--- config.mk ---
export PLATFORM = sky130hd
export DESIGN_NAME = rcon_loader_flat
export DESIGN_NICKNAME = d
export VERILOG_FILES = /design/src/rtl/rcon_loader_if.sv /design/src/rtl/rcon_loader.sv /design/src/flat_wrapper.sv
export SDC_FILE = /design/constraint.sdc
export NUM_CORES = 1
export LEC_CHECK = 0
export BUFFER_PORTS_ARGS = -buffer_cell sky130_fd_sc_hd__buf_2
export CAP_MARGIN = 0
export CORE_AREA = 2 2 55 57
export CTS_BUF_LIST = sky130_fd_sc_hd__clkbuf_16
export DETAILED_ROUTE_END_ITERATION = 8
export DIE_AREA = 0 0 57 59
export PLACE_DENSITY = 0.75
export SLEW_MARGIN = 20
export SYNTH_ARGS = -nofsm -noshare
export SYNTH_HDL_FRONTEND = slang
export SYNTH_SLANG_ARGS = --single-unit
--- constraint.sdc ---
create_clock -name clk -period 1.7 [get_ports clk]
set_clock_uncertainty 0.15 [all_clocks]
set_input_delay 0.085 -clock clk [delete_from_list [all_inputs] [get_ports clk]]
set_output_delay 0.085 -clock clk [all_outputs]
set_load 0.03 [all_outputs]
--- src/rtl/rcon_loader_if.sv ---
// rcon_loader_if
// Bundles the load handshake and the RCON memory port of the round-constant
// loader into one connection.
//   master : the loader side (drives handshake status and memory commands)
//   slave  : the requester / memory side (drives start and memory read data)
// Signals:
//   start                 load request into the loader
//   busy, done            load status; done is a one-cycle pulse
//   mem_in, mem_addr,
//   mem_wr_en             memory write port
//   mem_rd_en, mem_addr0  memory read port (read-back check only)
//   mem_out, mem_done     memory read data and read-valid flag
//   err, err_addr         sticky read-back mismatch flag and first bad address
interface rcon_loader_if;
  logic       start;
  logic       busy;
  logic       done;
  logic [7:0] mem_in;
  logic [7:0] mem_addr;
  logic       mem_wr_en;
  logic       mem_rd_en;
  logic [7:0] mem_addr0;
  logic [7:0] mem_out;
  logic       mem_done;
  logic       err;
  logic [7:0] err_addr;

  modport master (
    input  start, mem_out, mem_done,
    output busy, done, mem_in, mem_addr, mem_wr_en,
           mem_rd_en, mem_addr0, err, err_addr
  );

  modport slave (
    output start, mem_out, mem_done,
    input  busy, done, mem_in, mem_addr, mem_wr_en,
           mem_rd_en, mem_addr0, err, err_addr
  );
endinterface

--- src/rtl/rcon_loader.sv ---
// rcon_loader
// Generates the AES-128 round constants (repeated GF(2^8) doubling starting
// at RCON_INIT) and writes them to RCON memory addresses 0..NUM_ROUNDS-1
// after a start request. The sequence ends with a one-cycle done pulse.
// Ports:
//   clk  : clock, all logic on the rising edge
//   rst  : synchronous, active-high reset
//   bus  : rcon_loader_if.master (start/busy/done handshake, memory write
//          port, memory read port, err/err_addr)
// Parameters:
//   NUM_ROUNDS : number of constants written (1..256)
//   RCON_INIT  : constant written at address 0
//   POLY       : reduction byte applied when the doubled value overflows
// Optional feature macro RCON_VERIFY_EN: when defined, every entry is read
// back after writing and compared with the regenerated constant. Mismatches
// are reported on err/err_addr. When undefined, the read port and the
// err outputs are tied to 0.
module rcon_loader #(
  parameter int         NUM_ROUNDS = 10,
  parameter logic [7:0] RCON_INIT  = 8'h01,
  parameter logic [7:0] POLY       = 8'h1B
) (
  input  logic          clk,
  input  logic          rst,
  rcon_loader_if.master bus
);

  typedef enum logic [2:0] {S_IDLE, S_WRITE, S_VREQ, S_VCHK, S_FIN} state_t;

  localparam logic [7:0] LAST_IDX = 8'(NUM_ROUNDS - 1);

  state_t     state, state_nx;
  logic [7:0] rc;
  logic [7:0] idx;
  logic       last;

  function automatic logic [7:0] xtime(input logic [7:0] v);
    return {v[6:0], 1'b0} ^ (v[7] ? POLY : 8'h00);
  endfunction

  assign last = (idx == LAST_IDX);

  always_ff @(posedge clk) begin
    if (rst) state <= S_IDLE;
    else     state <= state_nx;
  end

  always_comb begin
    state_nx = state;
    case (state)
      S_IDLE:  if (bus.start) state_nx = S_WRITE;
`ifdef RCON_VERIFY_EN
      S_WRITE: if (last) state_nx = S_VREQ;
      S_VREQ:  state_nx = S_VCHK;
      S_VCHK:  state_nx = last ? S_FIN : S_VREQ;
`else
      S_WRITE: if (last) state_nx = S_FIN;
`endif
      S_FIN:   state_nx = S_IDLE;
      default: state_nx = S_IDLE;
    endcase
  end

  // rc/idx restart from the first entry when leaving WRITE so the read-back
  // pass regenerates the same sequence.
  always_ff @(posedge clk) begin
    if (rst) begin
      rc  <= RCON_INIT;
      idx <= 8'h00;
    end else begin
      case (state)
        S_IDLE: begin
          rc  <= RCON_INIT;
          idx <= 8'h00;
        end
        S_WRITE: begin
          if (last) begin
            rc  <= RCON_INIT;
            idx <= 8'h00;
          end else begin
            rc  <= xtime(rc);
            idx <= idx + 8'd1;
          end
        end
        S_VCHK: begin
          rc  <= xtime(rc);
          idx <= idx + 8'd1;
        end
        default: begin
          rc  <= rc;
          idx <= idx;
        end
      endcase
    end
  end

`ifdef RCON_VERIFY_EN
  logic       err_q;
  logic [7:0] err_addr_q;

  // Only the first failing entry is recorded; the pass still runs to the end.
  always_ff @(posedge clk) begin
    if (rst) begin
      err_q      <= 1'b0;
      err_addr_q <= 8'h00;
    end else if (state == S_IDLE && bus.start) begin
      err_q      <= 1'b0;
      err_addr_q <= 8'h00;
    end else if (state == S_VCHK && !err_q &&
                 (bus.mem_out != rc || !bus.mem_done)) begin
      err_q      <= 1'b1;
      err_addr_q <= idx;
    end
  end

  assign bus.err      = err_q;
  assign bus.err_addr = err_addr_q;
`else
  logic unused_rd_data;
  assign unused_rd_data = ^{bus.mem_out, bus.mem_done};
  assign bus.err        = 1'b0;
  assign bus.err_addr   = 8'h00;
`endif

  always_comb begin
    bus.busy      = 1'b0;
    bus.done      = 1'b0;
    bus.mem_wr_en = 1'b0;
    bus.mem_addr  = 8'h00;
    bus.mem_in    = 8'h00;
    bus.mem_rd_en = 1'b0;
    bus.mem_addr0 = 8'h00;
    case (state)
      S_WRITE: begin
        bus.busy      = 1'b1;
        bus.mem_wr_en = 1'b1;
        bus.mem_addr  = idx;
        bus.mem_in    = rc;
      end
`ifdef RCON_VERIFY_EN
      S_VREQ: begin
        bus.busy      = 1'b1;
        bus.mem_rd_en = 1'b1;
        bus.mem_addr0 = idx;
      end
      S_VCHK: bus.busy = 1'b1;
`endif
      S_FIN:   bus.done = 1'b1;
      default: bus.busy = 1'b0;
    endcase
  end

endmodule
--- src/flat_wrapper.sv ---
// flat-port wrapper written by rule: the top's interface ports become plain ports
module rcon_loader_flat 
#(
  parameter int         NUM_ROUNDS = 10,
  parameter logic [7:0] RCON_INIT  = 8'h01,
  parameter logic [7:0] POLY       = 8'h1B
)
  (clk, rst, bus_start, bus_mem_out, bus_mem_done, bus_busy, bus_done, bus_mem_in, bus_mem_addr, bus_mem_wr_en, bus_mem_rd_en, bus_mem_addr0, bus_err, bus_err_addr);
  rcon_loader_if bus_i ();
  input  logic clk;
  input  logic rst;
  input wire logic [$bits(bus_i.start)-1:0] bus_start;
  input wire logic [$bits(bus_i.mem_out)-1:0] bus_mem_out;
  input wire logic [$bits(bus_i.mem_done)-1:0] bus_mem_done;
  output wire logic [$bits(bus_i.busy)-1:0] bus_busy;
  output wire logic [$bits(bus_i.done)-1:0] bus_done;
  output wire logic [$bits(bus_i.mem_in)-1:0] bus_mem_in;
  output wire logic [$bits(bus_i.mem_addr)-1:0] bus_mem_addr;
  output wire logic [$bits(bus_i.mem_wr_en)-1:0] bus_mem_wr_en;
  output wire logic [$bits(bus_i.mem_rd_en)-1:0] bus_mem_rd_en;
  output wire logic [$bits(bus_i.mem_addr0)-1:0] bus_mem_addr0;
  output wire logic [$bits(bus_i.err)-1:0] bus_err;
  output wire logic [$bits(bus_i.err_addr)-1:0] bus_err_addr;
  assign bus_i.start = bus_start;
  assign bus_i.mem_out = bus_mem_out;
  assign bus_i.mem_done = bus_mem_done;
  assign bus_busy = bus_i.busy;
  assign bus_done = bus_i.done;
  assign bus_mem_in = bus_i.mem_in;
  assign bus_mem_addr = bus_i.mem_addr;
  assign bus_mem_wr_en = bus_i.mem_wr_en;
  assign bus_mem_rd_en = bus_i.mem_rd_en;
  assign bus_mem_addr0 = bus_i.mem_addr0;
  assign bus_err = bus_i.err;
  assign bus_err_addr = bus_i.err_addr;
  rcon_loader #(.NUM_ROUNDS(NUM_ROUNDS), .RCON_INIT(RCON_INIT), .POLY(POLY)) u_core (.clk(clk), .rst(rst), .bus(bus_i));
endmodule
### Word level (Yosys, flattened, before mapping)

Cells that the tools add are included.

* input port bits: 12
* flip-flop bits (word level): 19

* multiplexer cells: 12
* add/sub/neg operators: 1
* bitwise gates (word level): 1
* reductions and logical operators: 3
* eq/ne operators: 6

Operators with widths (number)
* 8-bit case mux with 3 select lines: 2
* 8-bit two-way mux: 4
* 8-bit by 1-bit adder with 8-bit output, second input constant: 1
* 8-bit by 4-bit equality test with 1-bit output, second input constant: 1
* 8-bit bitwise XOR: 1
* 3-bit two-way mux: 2
* 3-bit case mux with 2 select lines: 1
* 5-bit two-way mux: 1
* 3-bit by 1-bit equality test with 1-bit output, second input constant: 1
* 3-bit by 2-bit equality test with 1-bit output, second input constant: 1
* 3-bit equality test, second input constant: 1
* 3-bit logical NOT: 1
* 3-bit nonzero test: 1
* 1-bit two-way mux: 2
* 2-bit by 1-bit inequality test with 1-bit output, second input constant: 1
* 2-bit inequality test, second input constant: 1
* 2-bit AND reduction: 1

### Logic depth before layout (Yosys ltp)

* depth in word-level cells: 4
* mapped depth: 7
* gate-level depth less buffers: 6

### Least setup slack after synthesis

Ideal clock, no wire load.

* path kind: flip-flop to flip-flop
* start point: register u_core.idx[1]
* end point: register u_core.idx[6]
* library setup time: 74 ps
* setup slack: -49 ps
* cell stages (with the launch flop): 7
* arrival: 1526 ps
* required time: 1476 ps
* path through: dfxtp_1 inv_1 ha_1 nor2b_1 a31o_4 or4_1 o211ai_2

* longest elaborated chain between the ends: 3
* elaborated cells between the ends (all ways): 4
* those cells by class: add/sub: 1; eq/ne: 1; mux: 2

RTL lines
* start, declared: RTL line rcon_loader.sv:34 `logic [7:0] idx;`
* start signal, assigned: RTL line rcon_loader.sv:82 `idx <= idx + 8'd1;`
* start signal, assigned: RTL line rcon_loader.sv:87 `idx <= idx + 8'd1;`
* start signal, assigned: RTL line rcon_loader.sv:91 `idx <= idx;`
* 8-bit by 1-bit adder with 8-bit output / 8-bit by 4-bit equality test with 1-bit output (equally long branches): RTL line rcon_loader.sv:82, rcon_loader.sv:87, rcon_loader.sv:41
* 8-bit two-way mux: RTL line rcon_loader.sv:77 `if (last) begin`
* 8-bit case mux with 3 select lines (*): RTL line rcon_loader.sv:71 `case (state)`

Mark *: on every way between the ends. The rest lies on a longest branch, timed or not.
A chain may end at the register's enable or synchronous reset.

### Worst setup path after layout

* start point: register u_core.idx[0]
* end point: register u_core.idx[6]

Same word-level chain as after synthesis.

==> flow_metrics.env <==
export IMPL_status="completed"
export IMPL_hold_start="u_core.rc[1]$_SDFFE_PP0P_"
export IMPL_clk_pin_slew_ns=0.05
export IMPL_finalMaxSlewViolations=0
export IMPL_worstReg2RegEnd="u_core.idx[6]$_SDFFE_PP0P_"
export IMPL_yosys_area_top_type="dfxtp_1"
export IMPL_routed_wl_mm=2.30
export IMPL_cts_tree="done"
export IMPL_arrival_ns=1.69
export IMPL_initial_core_util_pct=40.9
export IMPL_globalplace_congestion=0.768
export IMPL_grt_use_total_pct=14.3
export IMPL_ant_nets=0
export IMPL_setup_slack_ns=0.0358
export IMPL_utilization_pct=49.7
export IMPL_setup_viol=0
export IMPL_max_stage_delay_ns=0.42
export IMPL_synth_most_common_cell="buf_4"
export IMPL_hold_slack_ns=0.373
export IMPL_hold_path_class="register to register"
export IMPL_firstDrtPassIters=4
export IMPL_dpl_hpwl_mm=1.61
export IMPL_period_minus_slack_ns=1.66
export IMPL_reg2reg_depth=5
export IMPL_synth_top_area_share_pct=32.5
export IMPL_fmax_mhz=601
export IMPL_synth_commonest_cells="buf_4, dfxtp_1, and2_1"
export IMPL_antenna_found_initial=0
export IMPL_rsz0062_at_grt="true"
export IMPL_die_w_um=57
export IMPL_cpMaxStageDelayCell="or4_4"
export IMPL_fp_dieH_um=59
export IMPL_critPathKind="register to register"
export IMPL_synth_simple_area_share_pct=28.6
export IMPL_gr_total_overflow=0
export IMPL_synth_adder_area_share_pct=2.26
export IMPL_num_rows=19
export IMPL_critPathRequiredTime_ns=1.73
export IMPL_synth_area_top_cells="dfxtp_1, buf_4, and2_1"
export IMPL_synth_area_mm2=0.00111
export IMPL_path_delay_family="simple AND/OR/NAND/NOR gates"
export IMPL_syn_inst=133
export IMPL_end_kind="register"
export IMPL_r2r_slack_ns=0.04
export IMPL_finalCritPeriodShare_pct=97.9
export IMPL_dpl_worst_slack_ns=-0.00931
export IMPL_finalHoldViolations=0
export IMPL_core_area_mm2=0.00271
export IMPL_start_kind="register"
export IMPL_dp_cells=185
export IMPL_worstSkewPairLatency_ns=0.25
export IMPL_crit_fanout=5
export IMPL_yosys_warnings=0
export IMPL_hold_depth=2
export IMPL_synth_mux_area_fraction_pct=0.903
export IMPL_synthXorXnorAreaFrac_pct=2.37
export IMPL_cts_setup_buffers=0
export IMPL_drive_gt1_share_pct=29.6
export IMPL_synth_cell_types=36
export IMPL_grt_pass1_wl_mm=3.66
export IMPL_synth_seq_cells=18
export IMPL_route_detailed_drc=0
export IMPL_io_buffer_count=21
export IMPL_vias_per_cell=5.00
export IMPL_ys_seq_area_share_pct=32.5
export IMPL_cts_sink_count=18
export IMPL_htree_num_levels=1
export IMPL_final_nets=175
export IMPL_synth_compound_area_share_pct=15.2
export IMPL_vdd_drop_max_mv=0.481
export IMPL_cts_buffers=3
export IMPL_num_antenna_cells=0
export IMPL_synth_top_family_by_area="simple AND/OR/NAND/NOR gates"
export IMPL_wl_per_cell_um=12.1
export IMPL_fillers=256
export IMPL_worstPathBufferInverterCount=0
export IMPL_r2r_start="u_core.idx[0]$_SDFFE_PP0P_"
export IMPL_synth_edf_count=0
export IMPL_power_density_mw_per_mm2=780
export IMPL_dieArea_mm2=0.00336
export IMPL_grt_pass1_vias=856
export IMPL_holdPathEnd="u_core.rc[2]$_SDFFE_PP0P_"
export IMPL_grt_max_degree=19
export IMPL_cp_cell_sequence="ha_1 > nor2b_4 > a31o_4 > or4_4 > o211ai_2"
export IMPL_maxCapViolCount=0
export IMPL_drt_initial_drc_count=20
export IMPL_leakagePower_nw=0.609
export IMPL_io_pins=49
export IMPL_avgSynthCellArea_um2=8.34
export IMPL_finalNonFillerCells=190
export IMPL_num_vias=950
export IMPL_synthToLayoutAreaGrowth_pct=21.4
export IMPL_synthArstFlopShare_pct=0
export IMPL_ys_flop_type="dfxtp_1"
export IMPL_clk_path_buf_depth=2
export IMPL_root_buffer="clkbuf_16"
==> where the power goes <==
group | leakage [nW] | switching, W | internal [W]
Clock | 0.0370 | 0.000148 | 0.000309
Sequential | 0.147 | 0.00000810 | 0.000430
Combinational | 0.425 | 0.000117 | 0.0000384
==> state kept, by name, indices dropped and copies added, names as in the netlist <==
name / flops
u_core.idx: 8
u_core.rc: 8
u_core.state: 2
==> layout by cell type (no fill, tap or decap), types with 2 or more instances in the layout <==
cell type and n:
nor2_1 14, a22oi_1 7, nor3b_1 3, a311o_1 2, and2_1 14, buf_2 21
dfxtp_2 2, o22ai_1 2, clkbuf_16 3, a31oi_1 2, dfxtp_1 16, inv_1 3
nand2_1 9, conb_1 18, dlygate4sd3_1 2, xor2_1 3, nand4_1 2, nor4b_1 3
buf_4 10
==> through the flow <==
| step | cell area (um2) | setup TNS [ns] | power (W) |
|---|---|---|---|
| 3_3_place_gp | 1210 | 0 | 0.000589 |
| 4_1_cts | 1310 | -0.00291 | 0.00105 |
| 2_1_floorplan | 1170 | 0 | 0.000595 |
| 6_report | 1350 | 0 | 0.00105 |
| 3_5_place_dp | 1210 | -0.00931 | 0.000591 |
| 5_1_grt | 1350 | -0.575 | 0.00109 |
==> area by class of cell <==
| type | instances | area (um2) | share of cell area, % |
|---|---|---|---|
| clock buffers | 3 | 75.1 | 5.58 |
| inverters | 4 | 18.8 | 1.39 |
| multi-input cells | 101 | 651 | 48.3 |
| flip-flops and latches | 18 | 363 | 27.0 |
| well taps | 31 | 38.8 | 2.88 |
| repair buffers | 33 | 200 | 14.9 |
==> per-layer routing <==
layer / track usage [%] / share of wire [%] / vias to the layer above
met2: 25.1 / 49 / 37
met4: 8.64 / 1.9 / 0
li1: - / - / 474
met3: 3.49 / 6.2 / 5
met5: 0 / 0 / -
met1: 15.7 / 42 / 434
==> worst max-delay path by stage <==
stage	startpoint	end	slack [ns]	cells after the start
final	u_core.idx[0]$_SDFFE_PP0P_	u_core.idx[6]$_SDFFE_PP0P_	0.04	5
after global routing	u_core.idx[7]$_SDFFE_PP0P_	u_core.idx[6]$_SDFFE_PP0P_	-0.06	5
after CTS	u_core.idx[1]$_SDFFE_PP0P_	u_core.idx[6]$_SDFFE_PP0P_	-0.003	6
after detailed placement	u_core.idx[0]$_SDFFE_PP0P_	u_core.idx[6]$_SDFFE_PP0P_	-0.009	5
after global placement	u_core.idx[0]$_SDFFE_PP0P_	u_core.idx[6]$_SDFFE_PP0P_	0.003	5
after floorplan	u_core.idx[1]$_SDFFE_PP0P_	u_core.idx[6]$_SDFFE_PP0P_	0.007	6
==> worst min-delay path, delay by kind of cell (launching register included) <==
family	cells	cell delay, ns
AOI/OAI and AO/OA	1	0.07
and+or+nand+nor	1	0.08
DFF	1	0.34
==> cell families (layout without fill, tap and decap cells) <==
family | count (synthesis) | count (layout)
adder cells (fa/ha/maj) | 2 | 2
XOR/XNOR | 3 | 3
buffers and inverters | 31 | 40
other | 1 | 18
multiplexers | 1 | 1
flip-flops | 18 | 18
AND/OR/NAND/NOR | 56 | 56
AO/OA/AOI/OAI | 21 | 21
==> repair_timing <==
item,4_1_cts,5_1_grt
hold buffers,2,0
hold endpoints to repair,5,0
pin swaps,0,3
cloned,0,0
endpoints found under the setup margin,4,14
gates resized for setup,3,7
Note: power is estimated with default switching activity, not from simulation.
